$ cat config.mk
export PLATFORM = sky130hd
export DESIGN_NAME = dmem_responder_flat
export DESIGN_NICKNAME = d
export VERILOG_FILES = /design/src/rtl/dmem_responder_pkg.sv /design/src/rtl/dmem_responder_if.sv /design/src/rtl/dmem_lane_align.sv /design/src/rtl/dmem_responder.sv /design/src/flat_wrapper.sv
export SDC_FILE = /design/constraint.sdc
export NUM_CORES = 1
export LEC_CHECK = 0
export ABC_AREA = 0
export CORE_ASPECT_RATIO = 0.7
export CORE_MARGIN = 4
export CORE_UTILIZATION = 40
export CTS_BUF_LIST = sky130_fd_sc_hd__clkbuf_4
export DETAILED_ROUTE_END_ITERATION = 16
export GPL_TIMING_DRIVEN = 0
export PLACE_DENSITY = 0.77
export SETUP_SLACK_MARGIN = 0.4
export SLEW_MARGIN = 20
export SYNTH_ARGS = -nofsm -noshare
export SYNTH_HDL_FRONTEND = slang
export SYNTH_SLANG_ARGS = --single-unit
$ cat constraint.sdc
create_clock -name clk -period 2.1 [get_ports clk]
set_input_delay 0.63 -clock clk [delete_from_list [all_inputs] [get_ports clk]]
set_output_delay 0.63 -clock clk [all_outputs]
set_load 0.005 [all_outputs]
$ cat src/rtl/dmem_responder_pkg.sv
// -----------------------------------------------------------------------------
// dmem_responder_pkg
// Shared types for the data-memory request/response path: the request control
// word, the response record, the length encoding, the responder FSM states,
// and helpers that decode length/offset into byte masks and misalignment.
// No ports (package).
// -----------------------------------------------------------------------------
package dmem_responder_pkg;

  localparam int N_BITS = 32;

  localparam logic DMEM_RD = 1'b0;
  localparam logic DMEM_WR = 1'b1;

  typedef enum logic [1:0] {
    DMEM_BYTE = 2'b00,
    DMEM_HALF = 2'b01,
    DMEM_WORD = 2'b10
  } dmem_len_e;

  // The fourth length code is not a member of dmem_len_e; requests carrying
  // it are rejected with an error.
  localparam logic [1:0] DMEM_LEN_RSVD = 2'b11;

  typedef struct packed {
    logic       vld;
    logic       mtype;
    logic [1:0] len;
  } dmem_req_ctrl_t;

  typedef struct packed {
    logic              vld;
    logic              mtype;
    logic              err;
    logic [N_BITS-1:0] rdata;
  } dmem_resp_t;

  typedef enum logic [1:0] {
    ST_IDLE   = 2'b00,
    ST_ACCESS = 2'b01,
    ST_RESP   = 2'b10
  } dmem_state_e;

  // Right-justified byte mask for an access length; reserved length gives 0.
  function automatic logic [3:0] dmem_len_mask(input logic [1:0] len);
    logic [3:0] mask;
    case (len)
      DMEM_BYTE: mask = 4'b0001;
      DMEM_HALF: mask = 4'b0011;
      DMEM_WORD: mask = 4'b1111;
      default:   mask = 4'b0000;
    endcase
    return mask;
  endfunction

  function automatic logic dmem_misaligned(input logic [1:0] len,
                                           input logic [1:0] off);
    return ((len == DMEM_HALF) && off[0]) ||
           ((len == DMEM_WORD) && (off != 2'b00));
  endfunction

endpackage

$ cat src/rtl/dmem_responder_if.sv
// -----------------------------------------------------------------------------
// dmem_responder_if
// Request/response bundle between the load/store stage (master) and the
// data-memory responder (slave).
//   req_ctrl   : {vld, mtype, len}           master -> slave
//   req_addr   : byte address                master -> slave
//   req_wdata  : right-justified store data  master -> slave
//   req_rdy    : request accepted when vld   slave  -> master
//   resp_vld   : response valid              slave  -> master
//   resp_rdy   : response consumed           master -> slave
//   resp_mtype : echo of request type        slave  -> master
//   resp_err   : request was rejected        slave  -> master
//   resp_rdata : right-justified load data   slave  -> master
// -----------------------------------------------------------------------------
interface dmem_responder_if;
  import dmem_responder_pkg::*;

  dmem_req_ctrl_t    req_ctrl;
  logic [31:0]       req_addr;
  logic [31:0]       req_wdata;
  logic              req_rdy;
  logic              resp_vld;
  logic              resp_rdy;
  logic              resp_mtype;
  logic              resp_err;
  logic [N_BITS-1:0] resp_rdata;

  modport master (
    output req_ctrl, req_addr, req_wdata, resp_rdy,
    input  req_rdy, resp_vld, resp_mtype, resp_err, resp_rdata
  );

  modport slave (
    input  req_ctrl, req_addr, req_wdata, resp_rdy,
    output req_rdy, resp_vld, resp_mtype, resp_err, resp_rdata
  );

endinterface

$ cat src/rtl/dmem_lane_align.sv
// -----------------------------------------------------------------------------
// dmem_lane_align
// Purely combinational byte-lane steering for a 32-bit memory word.
//   i_len      : access length code (byte/half/word/reserved)
//   i_off      : byte offset within the word (addr[1:0])
//   i_wdata    : right-justified store data
//   i_rdata    : raw word read from memory
//   o_be       : byte enables positioned at the offset
//   o_wdata    : store data moved onto its byte lanes
//   o_rdata    : load data right-justified and zero-extended to the length
//   o_misalign : access crosses its natural alignment
// -----------------------------------------------------------------------------
module dmem_lane_align
  import dmem_responder_pkg::*;
(
  input  logic [1:0]  i_len,
  input  logic [1:0]  i_off,
  input  logic [31:0] i_wdata,
  input  logic [31:0] i_rdata,
  output logic [3:0]  o_be,
  output logic [31:0] o_wdata,
  output logic [31:0] o_rdata,
  output logic        o_misalign
);

  logic [3:0]  w_mask;
  logic [31:0] w_rdata_shr;

  assign w_mask      = dmem_len_mask(i_len);
  assign o_be        = w_mask << i_off;
  assign o_wdata     = i_wdata << {i_off, 3'b000};
  assign w_rdata_shr = i_rdata >> {i_off, 3'b000};
  assign o_misalign  = dmem_misaligned(i_len, i_off);

  // Keep only the bytes covered by the length; upper bytes read as zero.
  generate
    for (genvar gi = 0; gi < 4; gi++) begin : g_rd_mask
      assign o_rdata[8*gi +: 8] = w_rdata_shr[8*gi +: 8] & {8{w_mask[gi]}};
    end
  endgenerate

endmodule

$ cat src/rtl/dmem_responder.sv
// -----------------------------------------------------------------------------
// dmem_responder
// Responder end of the core's data-memory interface. Takes one request at a
// time, performs a single access on a 1-cycle-latency synchronous SRAM and
// returns a response two cycles after acceptance.
//   clk, rst      : core clock, synchronous active-high reset
//   bus (slave)   : request/response handshake bundle
//   sram_en       : SRAM access strobe (only during the access cycle)
//   sram_we       : SRAM write enable
//   sram_be       : SRAM byte enables
//   sram_addr     : SRAM word address
//   sram_wdata    : lane-positioned write data
//   sram_rdata    : SRAM read data, valid the cycle after a read strobe
// -----------------------------------------------------------------------------
module dmem_responder
  import dmem_responder_pkg::*;
#(
  parameter int          DEPTH_WORDS = 1024,
  parameter logic [31:0] BASE_ADDR   = 32'h0000_0000
) (
  input  logic                           clk,
  input  logic                           rst,
  dmem_responder_if.slave                bus,
  output logic                           sram_en,
  output logic                           sram_we,
  output logic [3:0]                     sram_be,
  output logic [$clog2(DEPTH_WORDS)-1:0] sram_addr,
  output logic [31:0]                    sram_wdata,
  input  logic [31:0]                    sram_rdata
);

  localparam int          AW   = $clog2(DEPTH_WORDS);
  localparam logic [32:0] SPAN = 33'(DEPTH_WORDS) << 2;

  dmem_state_e r_state;
  logic              r_mtype;
  logic [1:0]        r_len;
  logic [1:0]        r_off;
  logic [AW-1:0]     r_waddr;
  logic [31:0]       r_wdata;
  logic              r_err;
  logic              r_first;
  logic [N_BITS-1:0] r_rdata;

  logic [31:0]   w_rel;
  logic          w_in_range;
  logic          w_req_err;
  logic          w_req_rdy;
  logic          w_accept;
  logic          w_en;
  logic [3:0]    w_be;
  logic [31:0]   w_wdata_lane;
  logic [31:0]   w_rdata_lane;
  logic          w_misalign;
  dmem_resp_t    w_resp;

  // Offset from the SRAM base. An address below the base wraps to a value at
  // least 2^32 - BASE_ADDR, which is never below SPAN for a legal base, so a
  // single unsigned compare covers both ends of the window.
  assign w_rel      = bus.req_addr - BASE_ADDR;
  assign w_in_range = ({1'b0, w_rel} < SPAN);
  assign w_req_err  = !w_in_range
                    || (bus.req_ctrl.len == DMEM_LEN_RSVD)
                    || dmem_misaligned(bus.req_ctrl.len, bus.req_addr[1:0]);

  // A response completing this cycle frees the responder for a new request.
  assign w_req_rdy = (r_state == ST_IDLE) || ((r_state == ST_RESP) && bus.resp_rdy);
  assign w_accept  = bus.req_ctrl.vld && w_req_rdy;

  always_ff @(posedge clk) begin
    if (rst) begin
      r_state <= ST_IDLE;
      r_mtype <= 1'b0;
      r_len   <= 2'b00;
      r_off   <= 2'b00;
      r_waddr <= '0;
      r_wdata <= '0;
      r_err   <= 1'b0;
      r_first <= 1'b0;
      r_rdata <= '0;
    end else begin
      case (r_state)
        ST_IDLE: begin
          if (w_accept) r_state <= ST_ACCESS;
        end
        ST_ACCESS: begin
          r_state <= ST_RESP;
          r_first <= 1'b1;
        end
        ST_RESP: begin
          r_first <= 1'b0;
          // The SRAM word is only guaranteed during the first RESP cycle;
          // keep an aligned copy so the response holds under backpressure.
          if (r_first) r_rdata <= w_rdata_lane;
          if (bus.resp_rdy) r_state <= w_accept ? ST_ACCESS : ST_IDLE;
        end
        default: r_state <= ST_IDLE;
      endcase

      if (w_accept) begin
        r_mtype <= bus.req_ctrl.mtype;
        r_len   <= bus.req_ctrl.len;
        r_off   <= bus.req_addr[1:0];
        r_waddr <= w_rel[AW+1:2];
        r_wdata <= bus.req_wdata;
        r_err   <= w_req_err;
      end
    end
  end

  dmem_lane_align u_lane (
    .i_len      (r_len),
    .i_off      (r_off),
    .i_wdata    (r_wdata),
    .i_rdata    (sram_rdata),
    .o_be       (w_be),
    .o_wdata    (w_wdata_lane),
    .o_rdata    (w_rdata_lane),
    .o_misalign (w_misalign)
  );

  // Gating on rst keeps a write in its access cycle from reaching the SRAM
  // when reset is sampled at the same edge. The misalign term is redundant
  // with r_err but keeps the strobe safe if the lane logic is reused alone.
  assign w_en       = (r_state == ST_ACCESS) && !rst && !r_err && !w_misalign;
  assign sram_en    = w_en;
  assign sram_we    = w_en && r_mtype;
  assign sram_be    = w_en ? w_be : 4'b0000;
  assign sram_addr  = w_en ? r_waddr : '0;
  assign sram_wdata = w_en ? w_wdata_lane : 32'h0;

  always_comb begin
    w_resp       = '0;
    w_resp.vld   = (r_state == ST_RESP);
    w_resp.mtype = w_resp.vld && r_mtype;
    w_resp.err   = w_resp.vld && r_err;
    if (w_resp.vld && !r_err && (r_mtype == DMEM_RD)) begin
      w_resp.rdata = r_first ? w_rdata_lane : r_rdata;
    end
  end

  assign bus.req_rdy    = w_req_rdy;
  assign bus.resp_vld   = w_resp.vld;
  assign bus.resp_mtype = w_resp.mtype;
  assign bus.resp_err   = w_resp.err;
  assign bus.resp_rdata = w_resp.rdata;

endmodule

$ cat src/flat_wrapper.sv
// flat-port wrapper written by rule: the top's interface ports become plain ports
module dmem_responder_flat import dmem_responder_pkg::*;
#(
  parameter int          DEPTH_WORDS = 1024,
  parameter logic [31:0] BASE_ADDR   = 32'h0000_0000
)
  (clk, rst, sram_en, sram_we, sram_be, sram_addr, sram_wdata, sram_rdata, bus_req_ctrl, bus_req_addr, bus_req_wdata, bus_resp_rdy, bus_req_rdy, bus_resp_vld, bus_resp_mtype, bus_resp_err, bus_resp_rdata);
  dmem_responder_if bus_i ();
  input  logic clk;
  input  logic rst;
  output logic sram_en;
  output logic sram_we;
  output logic [3:0] sram_be;
  output logic [$clog2(DEPTH_WORDS)-1:0] sram_addr;
  output logic [31:0] sram_wdata;
  input  logic [31:0] sram_rdata;
  input wire logic [$bits(bus_i.req_ctrl)-1:0] bus_req_ctrl;
  input wire logic [$bits(bus_i.req_addr)-1:0] bus_req_addr;
  input wire logic [$bits(bus_i.req_wdata)-1:0] bus_req_wdata;
  input wire logic [$bits(bus_i.resp_rdy)-1:0] bus_resp_rdy;
  output wire logic [$bits(bus_i.req_rdy)-1:0] bus_req_rdy;
  output wire logic [$bits(bus_i.resp_vld)-1:0] bus_resp_vld;
  output wire logic [$bits(bus_i.resp_mtype)-1:0] bus_resp_mtype;
  output wire logic [$bits(bus_i.resp_err)-1:0] bus_resp_err;
  output wire logic [$bits(bus_i.resp_rdata)-1:0] bus_resp_rdata;
  assign bus_i.req_ctrl = bus_req_ctrl;
  assign bus_i.req_addr = bus_req_addr;
  assign bus_i.req_wdata = bus_req_wdata;
  assign bus_i.resp_rdy = bus_resp_rdy;
  assign bus_req_rdy = bus_i.req_rdy;
  assign bus_resp_vld = bus_i.resp_vld;
  assign bus_resp_mtype = bus_i.resp_mtype;
  assign bus_resp_err = bus_i.resp_err;
  assign bus_resp_rdata = bus_i.resp_rdata;
  dmem_responder #(.DEPTH_WORDS(DEPTH_WORDS), .BASE_ADDR(BASE_ADDR)) u_core (.clk(clk), .rst(rst), .bus(bus_i), .sram_en(sram_en), .sram_we(sram_we), .sram_be(sram_be), .sram_addr(sram_addr), .sram_wdata(sram_wdata), .sram_rdata(sram_rdata));
endmodule
==> flow_summary.json <==
{
  "status": "complete, but fails checks",
  "violations": "setup timing",
  "vias_per_cell": 6.25,
  "antenna_found_initial": 0,
  "syn_inst": 643,
  "drive_gt1_share_pct": 50.4,
  "worst_pin_slew_ns": 0.777,
  "cts_sinks": 83,
  "endpoint_kind": "output pin",
  "die_h_um": 100,
  "wl_mm": 27.3,
  "ir_worst_vdd_v": 0.000365,
  "wl_per_cell_um": 24.5,
  "coreArea_um2": 11800,
  "syn_area_per_cell_um2": 7.59,
  "drt_first_pass_iters": 6,
  "place.gp.congestion": 0.920,
  "cap_violations": 0,
  "grt_overflow": 0,
  "synth_warnings": 0,
  "fmax_ghz": 0.357,
  "final.min_clock_period_ns": 2.80,
  "dieArea_um2": 14100,
  "hold_viol": 0,
  "grt_pass1_wl_mm": 34.7,
  "rows": 33,
  "grt_max_degree": 14,
  "ant_nets": 0,
  "hold_buffers": 0,
  "clkSlewWorstSetupHoldPaths_ns": 0.14,
  "layout_common_cells": "clkdlybuf4s50_1, dfxtp_1, nor2_1",
  "numPortBuffers": 186,
  "ys_ff_latch": 83,
  "cp.required_ns": 1.47,
  "start_util_pct": 41.3,
  "clock_skew_ns": 0.0199,
  "synthToLayoutAreaGrowth_pct": 95.3,
  "leakagePower_nw": 3.88,
  "final_core_utilization_pct": 80.6,
  "hold_slack_ns": 0.462,
  "p_per_area_nw_per_um2": 500,
  "synth.distinct_cells": 39,
  "grt.total_usage_pct": 31.4,
  "final_common_cell": "clkdlybuf4s50_1",
  "hold_class": "reg -> reg",
  "yosysSeqAreaShare_pct": 34.1,
  "setup_violations": 84,
  "nNetsFinal": 1062,
  "syn_area_um2": 4880,
  "cts_max_path_buffers": 2,
  "drc": 0,
  "cts_max_level": 3,
  "die_x_um": 140,
  "root_buffer": "clkbuf_4",
  "grt_pass1_vias": 6530,
  "rsz0062_at_grt": "yes",
  "synth_nets": 754,
  "crit_path_max_fanout": 7,
  "slew_violations": 0,
  "dp_slack_ns": -1.19,
  "max_slew_margin_pct": 48.2,
  "drtIter0Drc": 738,
  "clk_latency_ns": 0.46,
  "num_antenna_cells": 0,
  "numCtsBuffers": 9,
  "path_class": "reg -> out",
  "pin_count": 187,
  "arrival_ns": 2.17,
  "startpoint_type": "register",
  "vias": 6956,
  "worst_slack_ns": -0.703,
  "cts_tree": "done",
  "fin_crit_sh_pct": 133,
  "dp_hpwl_mm": 14.5
}
worst paths after layout:
path	from	endpoint	slack (ns)	cells after the start
worst min-delay path	u_core.r_waddr[7]	u_core.r_waddr[7]	0.46	2
worst max register to register	u_core.r_len[0]	u_core.r_rdata[30]	-0.04	12
worst min register to register	u_core.r_waddr[7]	u_core.r_waddr[7]	0.46	2
worst max-delay path	u_core.r_off[0]	sram_wdata[31]	-0.70	7
per-stage QoR:
stage	power, mW	cells	instance area (um2)	setup TNS, ns
global route	4.87	1113	9520	-49.29
global placement	2.79	986	7190	-78.51
CTS	4.31	1089	8710	-38.32
finish	4.76	1113	9520	-44.53
detailed placement	2.83	986	7190	-82.59
floorplan	2.35	643	5130	0
report_power, final:
group	internal (mW)	switching (mW)	total (mW)
clock	0.487	0.604	1.09
combinational	0.950	0.966	1.92
sequential	1.66	0.0986	1.76
synth_stat cells:
cell,count,area share [%]
a211o_1,8,1.4
a211oi_1,15,2.3
a211oi_2,2,0.51
a21o_1,2,0.31
a21oi_1,81,8.3
a22oi_1,26,4.0
and2_1,24,3.1
and3b_1,1,0.18
and4bb_1,1,0.26
buf_1,2,0.15
buf_12,1,0.41
buf_2,15,1.5
buf_4,4,0.62
buf_6,6,1.4
buf_8,1,0.31
clkbuf_1,26,2.0
dfxtp_1,83,34
ha_1,8,2.1
inv_1,6,0.46
inv_2,3,0.23
mux2_1,2,0.46
mux2_2,6,1.4
mux2_4,1,0.31
mux2i_1,35,7.2
nand2_1,98,7.5
nand2b_1,9,1.2
nand3_1,3,0.31
nand3b_1,8,1.2
nand4_1,1,0.13
nor2_1,91,7.0
nor2b_1,34,4.4
nor3_1,4,0.41
nor3_2,1,0.21
nor4_1,6,0.77
o211ai_1,1,0.15
o21ai_1,9,0.92
o22ai_1,10,1.3
o2bb2ai_1,8,1.4
or2_1,1,0.13
layer usage:
metal  vias up  part of all wire, %  track usage [%]
met3       188                   11             11.0
met2       631                   46             53.0
met5         -                    0                0
li1       2823                    -                -
met1      3314                   36             37.7
met4         0                  6.9             10.5
layout make-up:
cell class | count | area (um2)
buffer | 55 | 668
inverter | 9 | 46.3
tap | 157 | 196
clock inverter | 6 | 80.1
fill | 650 | 2290
multi-input combinational | 496 | 4010
clock buffer | 10 | 75.1
sequential | 83 | 1680
timing repair buffer | 297 | 2760
registers in the layout, indices dropped and copies added (netlist names):
signal / flops
u_core.r_err: 1
u_core.r_first: 1
u_core.r_len: 2
u_core.r_mtype: 1
u_core.r_off: 2
u_core.r_rdata: 32
u_core.r_state: 2
u_core.r_waddr: 10
u_core.r_wdata: 32
critical path, cell delays in order (launching register included):
cell and delay [ns]:
dfxtp_2 0.36, buf_12 0.13, buf_12 0.14, buf_12 0.15, buf_16 0.15, mux2i_4 0.20
a211oi_1 0.38, buf_2 0.19
logic make-up (layout without fill, tap and decap cells):
group	after synthesis	in the layout	synth area share, %
buf+inv	64	377	7.11
mux	44	44	9.34
compound gates	162	162	20.7
flops	83	83	34.1
fa+ha+maj	8	8	2.05
simple gates	282	282	26.8
what timing repair did:
item / in CTS / in global routing
gates cloned: 7 / 1
buffers inserted: 80 / 23
setup endpoints to repair: 162 / 164
pin swaps: 80 / 61
gates resized for setup: 607 / 159
No activity file was read; power rests on OpenSTA's default activity.
